$ cat src/rtl/trivium_keystream_gen.sv
// Trivium keystream generator producing W keystream bits per clock.
// A start/busy command interface loads key/IV and runs the warm-up steps,
// then words are emitted on a valid/ready stream.
// Ports:
//   i_clk       clock, rising edge
//   i_reset     synchronous active-high reset
//   i_start     begin a run (sampled only in IDLE)
//   i_key       80-bit key, sampled on accepted start
//   i_iv        80-bit IV, sampled on accepted start
//   i_len       number of W-bit words to emit, sampled on accepted start
//   o_busy      high during warm-up and streaming
//   o_ks_data   keystream word, bit i = output of step i of the word
//   o_ks_valid  o_ks_data holds a valid word
//   i_ks_ready  consumer accepts word when valid && ready
//   o_done      one-cycle pulse after the run completes
module trivium_keystream_gen #(
    parameter int unsigned W      = 8,
    parameter int unsigned WARMUP = 1152,
    parameter int unsigned LEN_W  = 16
) (
    input  logic             i_clk,
    input  logic             i_reset,
    input  logic             i_start,
    input  logic [79:0]      i_key,
    input  logic [79:0]      i_iv,
    input  logic [LEN_W-1:0] i_len,
    output logic             o_busy,
    output logic [W-1:0]     o_ks_data,
    output logic             o_ks_valid,
    input  logic             i_ks_ready,
    output logic             o_done
);

    localparam int unsigned WARM_CYC = WARMUP / W;
    localparam int unsigned CNT_W    = $clog2(WARM_CYC + 1);

    typedef enum logic [1:0] {
        ST_IDLE,
        ST_WARM,
        ST_STREAM,
        ST_DONE
    } state_t;

    state_t             r_state;
    logic [287:0]       r_s;
    logic [LEN_W-1:0]   r_words_left;
    logic [CNT_W-1:0]   r_step_cnt;
    logic               r_busy;
    logic               r_valid;
    logic               r_done;

    logic [287:0]       w_adv_s;
    logic [W-1:0]       w_z;
    logic               w_t1;
    logic               w_t2;
    logic               w_t3;

    // W chained Trivium steps from the registered state; z bits form the word
    always_comb begin
        w_adv_s = r_s;
        w_z     = '0;
        w_t1    = 1'b0;
        w_t2    = 1'b0;
        w_t3    = 1'b0;
        for (int i = 0; i < int'(W); i++) begin
            w_t1   = w_adv_s[65] ^ w_adv_s[92];
            w_t2   = w_adv_s[161] ^ w_adv_s[176];
            w_t3   = w_adv_s[242] ^ w_adv_s[287];
            w_z[i] = w_t1 ^ w_t2 ^ w_t3;
            w_t1   = w_t1 ^ (w_adv_s[90] & w_adv_s[91]) ^ w_adv_s[170];
            w_t2   = w_t2 ^ (w_adv_s[174] & w_adv_s[175]) ^ w_adv_s[263];
            w_t3   = w_t3 ^ (w_adv_s[285] & w_adv_s[286]) ^ w_adv_s[68];
            w_adv_s = {w_adv_s[286:177], w_t2,
                       w_adv_s[175:93],  w_t1,
                       w_adv_s[91:0],    w_t3};
        end
    end

    // Control FSM and cipher state register
    always_ff @(posedge i_clk) begin
        if (i_reset) begin
            r_state      <= ST_IDLE;
            r_s          <= '0;
            r_words_left <= '0;
            r_step_cnt   <= '0;
            r_busy       <= 1'b0;
            r_valid      <= 1'b0;
            r_done       <= 1'b0;
        end else begin
            r_done <= 1'b0;
            case (r_state)
                ST_IDLE: begin
                    if (i_start) begin
                        r_s          <= {3'b111, 112'b0, i_iv, 13'b0, i_key};
                        r_words_left <= i_len;
                        r_step_cnt   <= '0;
                        r_busy       <= 1'b1;
                        r_state      <= ST_WARM;
                    end
                end
                ST_WARM: begin
                    r_s <= w_adv_s;
                    if (r_step_cnt == CNT_W'(WARM_CYC - 1)) begin
                        r_step_cnt <= '0;
                        if (r_words_left != '0) begin
                            r_valid <= 1'b1;
                            r_state <= ST_STREAM;
                        end else begin
                            r_busy  <= 1'b0;
                            r_done  <= 1'b1;
                            r_state <= ST_DONE;
                        end
                    end else begin
                        r_step_cnt <= r_step_cnt + CNT_W'(1);
                    end
                end
                ST_STREAM: begin
                    // Stall keeps r_s, so o_ks_data stays stable
                    if (i_ks_ready) begin
                        r_s          <= w_adv_s;
                        r_words_left <= r_words_left - LEN_W'(1);
                        if (r_words_left == LEN_W'(1)) begin
                            r_valid <= 1'b0;
                            r_busy  <= 1'b0;
                            r_done  <= 1'b1;
                            r_state <= ST_DONE;
                        end
                    end
                end
                ST_DONE: begin
                    r_state <= ST_IDLE;
                end
                default: begin
                    r_state <= ST_IDLE;
                end
            endcase
        end
    end

    assign o_busy     = r_busy;
    assign o_ks_valid = r_valid;
    assign o_done     = r_done;
    assign o_ks_data  = w_z;

endmodule

$ cat config.mk
export PLATFORM = sky130hd
export DESIGN_NAME = trivium_keystream_gen
export DESIGN_NICKNAME = d
export VERILOG_FILES = /design/src/rtl/trivium_keystream_gen.sv
export SDC_FILE = /design/constraint.sdc
export NUM_CORES = 1
export LEC_CHECK = 0
export ABC_AREA = 1
export CELL_PAD_IN_SITES_DETAIL_PLACEMENT = 0
export CELL_PAD_IN_SITES_GLOBAL_PLACEMENT = 1
export CORE_MARGIN = 5
export CORE_UTILIZATION = 46
export DETAILED_ROUTE_END_ITERATION = 12
export DONT_BUFFER_PORTS = 1
export GPL_ROUTABILITY_DRIVEN = 0
export PLACE_DENSITY = 0.92
export SKIP_LAST_GASP = 1
export SLEW_MARGIN = 20
export SYNTH_ARGS = -nofsm -noshare
export SYNTH_HDL_FRONTEND = slang
export SYNTH_SLANG_ARGS = --single-unit
$ cat constraint.sdc
create_clock -name i_clk -period 2.4 [get_ports i_clk]
set_clock_uncertainty 0.05 [all_clocks]
set_input_delay 0.48 -clock i_clk [delete_from_list [all_inputs] [get_ports i_clk]]
set_output_delay 0.48 -clock i_clk [all_outputs]
set_load 0.02 [all_outputs]
# --- Word-level counts from Yosys, hierarchy flattened ---
# Cells that the tools add are included.
totals:
  ff_bits: 317
  wordCells: 173
classes:
  bitwise_logic: 112
  n_reduce_logical: 12
  eq_ne: 11
  muxes: 29
  add_sub_neg: 2
op_table:
  columns: ["operator", "n"]
  rows:
  - ["288-bit one-hot mux with 3 select lines", 1]
  - ["288-bit 2-to-1 mux", 2]
  - ["1-bit XOR", 88]
  - ["16-bit 2-to-1 mux", 2]
  - ["16-bit one-hot mux with 2 select lines", 1]
  - ["1-bit AND", 24]
  - ["16-bit by 1-bit equality test with 1-bit output (second input constant)", 1]
  - ["8-bit 2-to-1 mux", 2]
  - ["8-bit one-hot mux with 2 select lines", 1]
  - ["16-bit nonzero test", 1]
  - ["16-bit by 1-bit subtractor with 16-bit output (second input constant)", 1]
  - ["1-bit 2-to-1 mux", 12]
  - ["2-bit inequality test (second input constant)", 6]
  - ["8-bit by 1-bit adder with 8-bit output (second input constant)", 1]
  - ["8-bit equality test (second input constant)", 1]
  - ["2-bit 2-to-1 mux", 4]
  - ["2-bit one-hot mux with 4 select lines", 1]
  - ["3-bit AND reduction", 2]
  - ["6-bit AND reduction", 1]
  - ["2-bit nonzero test", 3]
  - ["5-bit AND reduction", 1]
  - ["2-bit equality test (second input constant)", 2]
  - ["1-bit one-hot mux with 2 select lines", 2]
  - ["4-bit AND reduction", 1]
  - ["5 further kinds", 5]

# --- Longest topological paths before layout ---
# Gate-level depths: netlist of the first run.
logic_depth:
  depth_word: 5
  mapped_depth: 12
  ltp_nobuf: 11

# --- Least setup slack after synthesis of the first run ---
# No wires, ideal clock.
synth_timing:
  kind: "reg2reg"
  start: "register r_state[0]"
  end: "register r_s[34]"
  stages_incl_launch_ff: 12
  period_less_slack_ps: 1862
  arrival_ps: 1692
  path_slack_ps: 538
  path_cell_list: "dfxtp_1 > inv_1 > ha_1 > buf_2 > inv_2 > buf_4 > buf_2 > buf_4 > nand2_1 > o21ai_0 > o21ai_0 > a21oi_1"
synth_via:
  elab_chain_len: 3
  elab_cells_between_ends: 8
synth_rtl:
  columns: ["element", "line_no", "text"]
  rows:
  - ["from (decl)", "44", "state_t r_state;"]
  - ["from (signal assigned)", "82", "r_state <= ST_IDLE;"]
  - ["from (signal assigned)", "98", "r_state <= ST_WARM;"]
  - ["from (signal assigned)", "107", "r_state <= ST_STREAM;"]
  - ["2-bit equality test (tied with other cells)", "91", "case (r_state)"]
  - ["2-bit inequality test (no line) or 3-bit nonzero test (tied branches)", null, null]
  - ["3-bit AND reduction (no line)", null, null]
  - ["to (signal assigned)", "94", "r_s <= {3'b111, 112'b0, i_iv, 13'b0, i_key};"]
  - ["to (signal assigned)", "102", "r_s <= w_adv_s;"]
  - ["to (signal assigned)", "120", "r_s <= w_adv_s;"]
  - ["to (decl)", "45", "logic [287:0] r_s;"]
# Parallel ways exist; a longest one is shown, timed or not.
# A chain may end at the register's enable or synchronous reset.

# --- Worst setup path after layout of the first run ---
layout_timing:
  start: "register r_s[241]"
  end: "output o_ks_data[1]"
layout_via:
  elab_chain_len: 2
layout_rtl:
  columns: ["element", "line_no", "text"]
  rows:
  - ["1-bit XOR", "68", "w_t3 = w_adv_s[242] ^ w_adv_s[287];"]
  - ["1-bit XOR", "69", "w_z[i] = w_t1 ^ w_t2 ^ w_t3;"]
  - ["to (decl)", "28", "output logic [W-1:0] o_ks_data,"]
# No other way between the ends.

==> flow_summary_export.csv, run 1 <==
group,metric,value,unit
die,rows,64,
drt,wl_per_cell,15.54,um
synthesis,synth.most_common_cell,"nand2_1",
pwr,power.share.clock,24.6,%
worst_setup_path,r2r-end,"r_s[161]$_SDFFE_PP0P_",
synthesis,avgSynthCellArea,7.178,um2
drt,final_antenna_net_count,0,
worst_setup_path,crit_end,"o_ks_data[1]",
worst_setup_path,rrSetupSlack,0.15,ns
drt,postRouteWirelength,36.17,mm
sta,hold_violations,0,
drt,num_vias,12376,
sta,layout_worst_path_cycle_share,98.98,%
synthesis,yosys.area.top_type,"dfxtp_1",
clocking,cts_sinks,317,
clocking,cts_tree,"yes",
worst_setup_path,crit_required,1.87,ns
worst_setup_path,cp-end-kind,"output port",
worst_setup_path,arrival,1.85,ns
grt,grt_pass1_vias,11100,
synthesis,async_flop_share,0,%
clocking,clockBufferDepth,3,
worst_setup_path,r2r-start,"r_state[0]$_SDFFE_PP0P_",
grt,antenna_found_initial,0,
sta,fmax,0.4210,GHz
pwr,powerDensity,1412,mW/mm2
grt,grt_max_degree,162,
die,dieArea,0.03418,mm2
synthesis,yosys_warnings,0,
layout,synthToLayoutAreaGrowth,11.99,%
synthesis,synthCells,1960,
worst_hold_path,worstHoldPathType,"in -> reg",
synthesis,synth_common_cells,"nand2_1 (662), dfxtp_1 (317), a21oi_1 (238)",
drt,dr.pass1.iters,5,
worst_setup_path,crit_path_max_fanout,3,
pwr,switching_power,9133,uW
die,die_w,184.9,um
sta,worst_pin_slew,0.7312,ns
placement,place.detailed.hpwl,24.29,mm
sta,setup_viol,0,
worst_setup_path,worstSetupPathType,"reg -> out",
pwr,power_frac_seq,34.0,%
worst_setup_path,critPathLaunch,"r_s[241]$_SDFFE_PP0P_",
flow_run,max-cap-violations,0,
sta,hold-worst-slack,0.03087,ns
die,die_h,184.9,um
drt,drtIter0Drc,944,
worst_hold_path,hold_depth,1,
pwr,switching_share,41.06,%
drt,routed_via_density,5.318,
layout,diodes,0,
placement,dpl_cell_area,0.01439,mm2
pwr,cellLeakagePower,0.006004,uW
clocking,worstSkewPairLatency,0.52,ns
synthesis,synth-seq-cells,317,
placement,portBuffers,0,
grt,gr-usage-all-layers,19.75,%
sta,rsz0062_at_grt,"yes",
worst_setup_path,start_kind,"flip-flop",
synthesis,seq_area_frac_synth,45.10,%
pwr,power_frac_comb,41.4,%
synthesis,syn-num-nets,2148,
outcome,status,"finished, final reports clean",
die,core-area,0.03043,mm2
sta,slew_headroom,51.25,%
layout,layout-drive-gt1-share,7.147,%
sta,period_minus_slack,2.376,ns
synthesis,synth_top_flop_cell,"dfxtp_1",
layout,final_util,51.78,%
grt,overflow,0,
drt,drc,0,
worst_setup_path,rr_worst_depth,8,
sta,slew_violations,0,
pwr,cellInternalPower,13110,uW
clocking,htree_levels,2,
pwr,irDropWorstVdd,797.4,uV
clocking,root_buffer,"clkbuf_16",
die,initial_core_util,46.24,%
synthesis,synth.distinct_cells,30,
grt,grt_first_pass_wirelength,56.05,mm
synthesis,synth_area,0.01407,mm2
sta,worst_slack,0.02447,ns
layout,final_net_count,2095,
synthesis,synth-edff-count,0,
layout,design_area,0.01576,mm2
synthesis,ys_top_cells_by_area,"dfxtp_1 (45%), nand2_1 (18%), a21oi_1 (8.5%), o21ai_0 (8.0%), a31oi_1 (3.8%)",
clocking,clkTransAtPathRegs,0.06,ns
synthesis,yosysTopAreaCellShare,45.10,%
placement,pre_cts_ws,0.1191,ns
clocking,cts_made_buffers,35,
die,ios,191,
flip-flops by register name, indices dropped and copies added (netlist names):
name,flops
r_state,2
r_s,288
o_done,1
r_step_cnt,8
o_ks_valid,1
r_words_left,16
o_busy,1
metal layers:
metal | GRT usage (%) | part of all wire, % | up-vias | wire (um)
met1 | 26.44 | 44 | 5723 | 16050
li1 | - | - | 6289 | -
met2 | 32.59 | 47 | 315 | 17050
met3 | 4.458 | 6.4 | 49 | 2325
met4 | 4.815 | 2.1 | 0 | 744
met5 | 0 | 0 | - | 0
kinds of logic after synthesis:
family,share of synthesized area (%)
flip-flops,45.10
AND/OR/NAND/NOR,20.90
AO/OA/AOI/OAI,20.88
buffers and inverters,7.550
XOR/XNOR,4.856
adder cells (fa/ha/maj),0.7115
cell usage in the layout (no fill, tap or decap), types with 2 or more instances in the layout:
master	n
a21oi_1	238
a31oi_1	85
buf_12	12
buf_4	34
bufinv_16	4
clkbuf_1	6
clkbuf_16	36
clkbuf_8	7
clkinv_2	6
clkinvlp_4	2
dfxtp_1	315
dfxtp_2	2
ha_1	7
inv_1	95
inv_6	3
nand2_1	662
nand2_2	2
nand3_1	17
nand3b_1	3
nand4_1	4
nor2_1	58
nor3_1	7
o21ai_0	225
o21ai_1	8
o221a_2	3
or2_2	2
xnor2_1	20
xnor2_2	8
xor2_1	40
xor2_2	10
final cells by class:
cell class                      count  area (um2)
Multi-Input combinational cell   1406        6809
Clock inverter                     13       177.7
Sequential cell                   317        6349
Tap cell                          396       495.5
Timing Repair Buffer               48       548.0
Fill cell                        2973       14670
Inverter                           99       382.9
Clock buffer                       48       994.7
metrics by stage:
step	power, uW	TNS, ns	std cells
after floorplan	14190	0	1960
after global placement	16510	0	2263
after detailed placement	16660	0	2263
after CTS	22200	-0.03419	2324
after global routing	23890	-0.06470	2327
final	22250	0	2327
critical path, cell delays in order (launching register included):
cell and delay, ns:
dfxtp_1 0.43, xnor2_2 0.15, xnor2_1 0.29, xor2_1 0.26, buf_4 0.19
worst min-delay path by stage:
| stage | start | to | slack, ns |
|---|---|---|---|
| 2_1_floorplan | r_s[139]$_SDFFE_PP0P_ | r_s[139]$_SDFFE_PP0P_ | 0.37 |
| 3_3_place_gp | r_s[139]$_SDFFE_PP0P_ | r_s[139]$_SDFFE_PP0P_ | 0.38 |
| 3_5_place_dp | r_s[50]$_SDFFE_PP0P_ | r_s[50]$_SDFFE_PP0P_ | 0.39 |
| 4_1_cts | i_reset | r_s[218]$_SDFFE_PP0P_ | 0.01 |
| 5_1_grt | i_reset | r_s[214]$_SDFFE_PP0P_ | 0.01 |
| 6_report | i_reset | r_s[214]$_SDFFE_PP0P_ | 0.03 |
power groups by stage:
stage / sequential, uW / combinational, uW / clock [uW]
after floorplan: 7380 / 6810 / 0
after global placement: 7590 / 8920 / 0
after detailed placement: 7630 / 9030 / 0
after CTS: 7540 / 9090 / 5570
after global routing: 7710 / 10400 / 5800
final: 7560 / 9220 / 5470
repair_timing:
item / 4_1_cts / 5_1_grt
buffers inserted: 0 / 1
endpoints found under the hold margin: 0 / 28
setup endpoints to repair: 6 / 9
pin swaps: 1 / 2
hold buffers: 0 / 1
resized for setup: 8 / 13
cloned: 0 / 1
Power figures use the tool's default switching activity.
==> run 2: changes to the inputs <==
--- a/config.mk
+++ b/config.mk
@@ -5,15 +5,14 @@
 export SDC_FILE = /design/constraint.sdc
 export NUM_CORES = 1
 export LEC_CHECK = 0
-export ABC_AREA = 1
 export CELL_PAD_IN_SITES_DETAIL_PLACEMENT = 0
 export CELL_PAD_IN_SITES_GLOBAL_PLACEMENT = 1
 export CORE_MARGIN = 5
-export CORE_UTILIZATION = 46
+export CORE_UTILIZATION = 48
 export DETAILED_ROUTE_END_ITERATION = 12
 export DONT_BUFFER_PORTS = 1
 export GPL_ROUTABILITY_DRIVEN = 0
-export PLACE_DENSITY = 0.92
+export PLACE_DENSITY = 0.91
 export SKIP_LAST_GASP = 1
 export SLEW_MARGIN = 20
 export SYNTH_ARGS = -nofsm -noshare
==> run 2 against run 1 <==
Against the previous run:
- largest cell class unchanged
- cell area up 0.43%
- sequential share of layout area fell by 0.19 points
- via count fell by 8.2%
- register-to-register slack worse by 0.03 ns
- critical endpoint is now o_ks_data[6]
- final cell count fell by 14%
- synthesized area grew 0.48%
- largest power group unchanged
==> flow_summary_export.csv, run 2 <==
group,metric,value,unit
synthesis,async_flop_share,0,%
die,die_h,181.6,um
synthesis,synth_top_flop_cell,"dfxtp_1",
layout,largest_reg_flops,288,
die,initial_core_util,48.99,%
worst_setup_path,critPathLaunch,"r_s[170]$_SDFFE_PP0P_",
die,core-area,0.02886,mm2
worst_hold_path,hold_depth,1,
synthesis,synth_common_cells,"dfxtp_1 (317), nor2_1 (197), nand2_1 (173)",
clocking,cts_sinks,317,
synthesis,synthCells,1635,
layout,nFillCells,2633,
grt,antenna_found_initial,0,
clocking,cts_made_buffers,34,
synthesis,synth_area,0.01414,mm2
sta,slew_violations,0,
sta,fmax,0.4274,GHz
clocking,root_buffer,"clkbuf_16",
placement,portBuffers,0,
grt,grt_first_pass_wirelength,56.95,mm
worst_setup_path,r2r-end,"r_s[6]$_SDFFE_PP0P_",
worst_setup_path,cp_slowest_cell,"dfxtp_1",
worst_hold_path,hold_start,"i_reset",
sta,setup_viol,0,
clocking,clkTransAtPathRegs,0.06,ns
synthesis,synth-seq-cells,317,
worst_setup_path,worstPathBufferInverterCount,1,
outcome,status,"finished, final reports clean",
grt,grt_max_degree,314,
synthesis,syn-num-nets,1823,
sta,worst_pin_slew,0.6343,ns
worst_setup_path,crit_path_max_fanout,5,
layout,layout-drive-gt1-share,7.711,%
pwr,cellLeakagePower,0.005599,uW
worst_setup_path,path_cells,"xor2_1, xnor2_1, buf_4",
layout,diodes,0,
synthesis,seq_area_frac_synth,44.89,%
drt,num_vias,11359,
synthesis,yosys_warnings,0,
worst_setup_path,max_stage_delay,0.47,ns
layout,reg.largest.list,"r_s x288, r_words_left x16, r_step_cnt x8",
clocking,htree_levels,2,
sta,slew_headroom,57.72,%
layout,final_cell_mix,"dfxtp_1 (317), nor2_1 (197), nand2_1 (173)",
pwr,fin_total_pwr,24850,uW
worst_setup_path,start_kind,"flip-flop",
synthesis,avgSynthCellArea,8.647,um2
clocking,worstSkewPairLatency,0.50,ns
sta,worst_slack,0.06051,ns
clocking,clockBufferDepth,3,
synthesis,ys_top_cells_by_area,"dfxtp_1 (45%), mux2i_1 (10%), a211oi_1 (8.1%), a21oi_1 (5.4%), nor2_1 (5.2%)",
worst_setup_path,crit_required,1.87,ns
worst_setup_path,rr_worst_depth,7,
worst_hold_path,worstHoldEndpoint,"r_words_left[2]$_SDFFE_PP0P_",
drt,final_antenna_net_count,0,
clocking,cts_tree,"yes",
die,die_w,181.6,um
sta,layout_worst_path_cycle_share,97.48,%
grt,overflow,0,
synthesis,synth-edff-count,0,
worst_setup_path,r2r-start,"r_state[0]$_SDFFE_PP0P_",
die,ios,191,
grt,grt_pass1_vias,10518,
synthesis,yosysTopAreaCellShare,44.89,%
worst_setup_path,rrSetupSlack,0.12,ns
worst_hold_path,worstHoldPathType,"in -> reg",
sta,hold-worst-slack,0.02954,ns
synthesis,synth.distinct_cells,55,
pwr,irDropWorstVdd,1007,uV
worst_setup_path,cp-end-kind,"output port",
sta,hold_violations,0,
placement,place.detailed.hpwl,24.35,mm
sta,period_minus_slack,2.339,ns
drt,postRouteWirelength,35.96,mm
drt,wl_per_cell,18.05,um
flow_run,max-cap-violations,0,
worst_setup_path,arrival,1.81,ns
placement,pre_cts_ws,0.08798,ns
drt,drc,0,
synthesis,yosys.area.top_type,"dfxtp_1",
pwr,powerDensity,1570,mW/mm2
drt,drtIter0Drc,691,
worst_setup_path,worst_path_dominant_cell_family,"XOR/XNOR gates",
layout,regMostFlops,"r_s",
die,dieArea,0.03298,mm2
drt,routed_via_density,5.702,
synthesis,synth.most_common_cell,"dfxtp_1",
layout,final_net_count,1774,
grt,gr-usage-all-layers,20.74,%
die,rows,62,
layout,synthToLayoutAreaGrowth,11.93,%
worst_setup_path,worstSetupPathType,"reg -> out",
layout,layout_commonest_cell,"dfxtp_1",
drt,dr.pass1.iters,5,
[run 2: through the flow]
step	TNS, ns	util (%)	instance area, um2	cells
floorplan	0	-	14140	1635
global placement	0	50.70	14630	1931
detailed placement	0	50.70	14630	1931
CTS	0	54.64	15770	1991
global route	-0.004195	54.83	15820	1992
finish	0	54.83	15820	1992
[run 2: what timing repair did]
item                                    CTS  global route
resized for setup                         5             5
hold buffers                              2             0
pin swaps                                 0             1
endpoints found under the hold margin     2             0
buffers inserted                          0             1
endpoints found under the setup margin    4            99
[run 2: final cells by class]
class	count	area (um2)	area share (%)
Inverter	7	26.28	0.1660
Clock inverter	7	41.29	0.2609
Timing Repair Buffer	57	645.6	4.080
Tap cell	384	480.5	3.036
Sequential cell	317	6346	40.10
Multi-Input combinational cell	1169	7246	45.79
Clock buffer	51	1039	6.563
[run 2: layer usage]
metal | vias to the layer above | wire [um] | global-route usage (%)
met3 | 52 | 2833 | 5.402
li1 | 5649 | - | -
met1 | 5359 | 15400 | 27.75
met2 | 299 | 16900 | 33.16
met4 | 0 | 829 | 6.064
met5 | - | 0 | 0
[run 2: worst max path at each step]
stage / slack [ns] / end / depth (start not counted)
2_1_floorplan: 0.30 / r_s[217]$_SDFFE_PP0P_ / 9
6_report: 0.06 / o_ks_data[6] / 3
3_5_place_dp: 0.09 / r_s[37]$_SDFFE_PP0P_ / 8
5_1_grt: -0.004 / r_s[26]$_SDFFE_PP0P_ / 9
3_3_place_gp: 0.22 / r_words_left[14]$_SDFFE_PP0P_ / 7
4_1_cts: 0.03 / o_ks_data[1] / 4
[run 2: cells by family after synthesis]
logic type,count (synthesis),synth area share [%]
flip-flops,317,44.89
XOR/XNOR,93,5.762
AO/OA/AOI/OAI,371,16.89
multiplexers,148,10.50
adder cells (fa/ha/maj),8,0.7081
AND/OR/NAND/NOR,549,16.76
buffers and inverters,149,4.496
[run 2: worst register-to-register path: stages, from the launching register on]
cell     delay, ns
dfxtp_1       0.34
inv_1         0.16
ha_4          0.21
nor2b_1       0.50
or3_4         0.30
buf_12        0.24
a211o_1       0.25
a21oi_1       0.08
[run 2: report_power, final]
group	switching [uW]	internal, uW
combinational	6740	4900
clock	2080	2990
sequential	1280	6860
==> run 3: changes to the inputs <==
--- a/config.mk
+++ b/config.mk
@@ -13,6 +13,7 @@
 export DONT_BUFFER_PORTS = 1
 export GPL_ROUTABILITY_DRIVEN = 0
 export PLACE_DENSITY = 0.91
+export RECOVER_POWER = 50
 export SKIP_LAST_GASP = 1
 export SLEW_MARGIN = 20
 export SYNTH_ARGS = -nofsm -noshare
==> run 3 against run 2 <==
Against the previous run:
- worst hold slack lost 0.0020 ns
- clock power is essentially flat
- die area is the same
- sequential share of layout area is essentially flat
- cell area shrank 0.10%
- first-iteration DRC count grew 6.1%
- maximum frequency grew 0.37%
- critical path type unchanged
- utilization shrank 0.056 points
- critical path depth is the same
- sequential power is essentially flat
- final cell count is the same
- combinational power is essentially flat
==> flow_summary_export.csv, run 3 (synthesized netlist as in run 2, its figures left out) <==
group,metric,value,unit
outcome,status,"finished, final reports clean",
pwr,cellLeakagePower,0.005588,uW
worst_setup_path,cp-end-kind,"output port",
layout,stdcell_count,1992,
clocking,cts_made_buffers,34,
worst_setup_path,crit_path_max_fanout,5,
clocking,clkTransAtPathRegs,0.06,ns
layout,largest_reg_flops,288,
layout,final_net_count,1774,
placement,place.detailed.hpwl,24.35,mm
grt,grt_max_degree,314,
placement,portBuffers,0,
sta,layout_worst_path_cycle_share,97.12,%
layout,final_cell_mix,"dfxtp_1 (317), nor2_1 (197), nand2_1 (173)",
layout,final_util,54.78,%
layout,design_area,0.01581,mm2
drt,num_vias,11311,
clocking,clockBufferDepth,3,
layout,synthToLayoutAreaGrowth,11.82,%
flow_run,max-cap-violations,0,
die,core-area,0.02886,mm2
die,rows,62,
die,initial_core_util,48.99,%
grt,overflow,0,
layout,layout_commonest_cell,"dfxtp_1",
layout,regMostFlops,"r_s",
layout,nFillCells,2639,
worst_setup_path,worstSetupPathType,"reg -> out",
pwr,irDropWorstVdd,1008,uV
die,die_h,181.6,um
drt,drc,0,
placement,dp_cells,1931,
sta,worst_pin_slew,0.6845,ns
grt,grt_first_pass_wirelength,56.95,mm
clocking,worstSkewPairLatency,0.51,ns
drt,drtIter0Drc,733,
drt,wl_per_cell,18.03,um
drt,dr.pass1.iters,5,
sta,slew_violations,0,
grt,antenna_found_initial,0,
worst_setup_path,start_kind,"flip-flop",
sta,fmax,0.4290,GHz
drt,postRouteWirelength,35.93,mm
grt,gr-usage-all-layers,20.74,%
die,ios,191,
clocking,root_buffer,"clkbuf_16",
layout,layout-drive-gt1-share,7.463,%
layout,diodes,0,
die,die_w,181.6,um
sta,hold_violations,0,
drt,routed_via_density,5.678,
worst_setup_path,crit_required,1.87,ns
clocking,cts_sinks,317,
worst_hold_path,worstHoldPathType,"in -> reg",
clocking,cts_tree,"yes",
pwr,fin_total_pwr,24830,uW
worst_setup_path,arrival,1.80,ns
pwr,powerDensity,1571,mW/mm2
layout,register_area,0.006346,mm2
placement,dpl_cell_area,0.01463,mm2
grt,grt_pass1_vias,10518,
die,dieArea,0.03298,mm2
layout,reg.largest.list,"r_s x288, r_words_left x16, r_step_cnt x8",
drt,final_antenna_net_count,0,
clocking,htree_levels,2,
sta,setup_viol,0,
layout,multiInputGateArea,0.007237,mm2
sta,slew_headroom,53.89,%
sta,period_minus_slack,2.331,ns
run 3: critical path, stage by stage (launching register included):
cell,delay (ns)
dfxtp_1,0.47
xor2_1,0.42
xnor2_1,0.21
buf_4,0.19
run 3: repair_timing:
| item | in CTS | in global routing |
|---|---|---|
| setup buffers | 0 | 1 |
| resized for setup | 5 | 5 |
| setup endpoints to repair | 4 | 99 |
| cloned | 0 | 0 |
| pin swaps | 0 | 1 |
| endpoints found under the hold margin | 2 | 0 |
| hold buffers | 2 | 0 |
run 3: report_power, final:
group	internal, uW	switching [uW]	total [uW]
Clock	2990	2090	5080
Sequential	6860	1280	8140
Combinational	4880	6730	11600
Total	14700	10100	24800
run 3: final cells by class:
type / instances / area share, %
multi-input combinational: 1169 / 45.78
sequential: 317 / 40.15
clock buffer: 51 / 6.570
timing repair buffer: 57 / 4.037
tap: 384 / 3.039
clock inverter: 7 / 0.2612
inverter: 7 / 0.1662
run 3: metal layers:
metal / vias to the layer above / share of wire (%) / track usage [%]
li1: 5650 / - / -
met1: 5317 / 43 / 27.75
met2: 294 / 47 / 33.16
met3: 50 / 7.9 / 5.402
met4: 0 / 2.3 / 6.064
met5: - / 0 / 0
run 3: per-stage QoR:
step	setup slack, ns	hold slack [ns]	setup TNS, ns
finish	0.06911	0.02756	0
global route	-0.004195	0.01150	-0.004195
CTS	0.03293	0.001307	0
detailed placement	0.08798	0.3921	0
global placement	0.2184	0.3890	0
floorplan	0.2958	0.3824	0
run 3: worst paths after layout:
kind | from | end | slack [ns] | cells after the start
worst max-delay path | r_s[170]$_SDFFE_PP0P_ | o_ks_data[6] | 0.07 | 3
worst max register to register | r_state[0]$_SDFFE_PP0P_ | r_s[109]$_SDFFE_PP0P_ | 0.15 | 9
worst min register to register | r_s[190]$_SDFFE_PP0P_ | r_s[190]$_SDFFE_PP0P_ | 0.40 | 2
worst min-delay path | i_reset | r_words_left[2]$_SDFFE_PP0P_ | 0.03 | 1
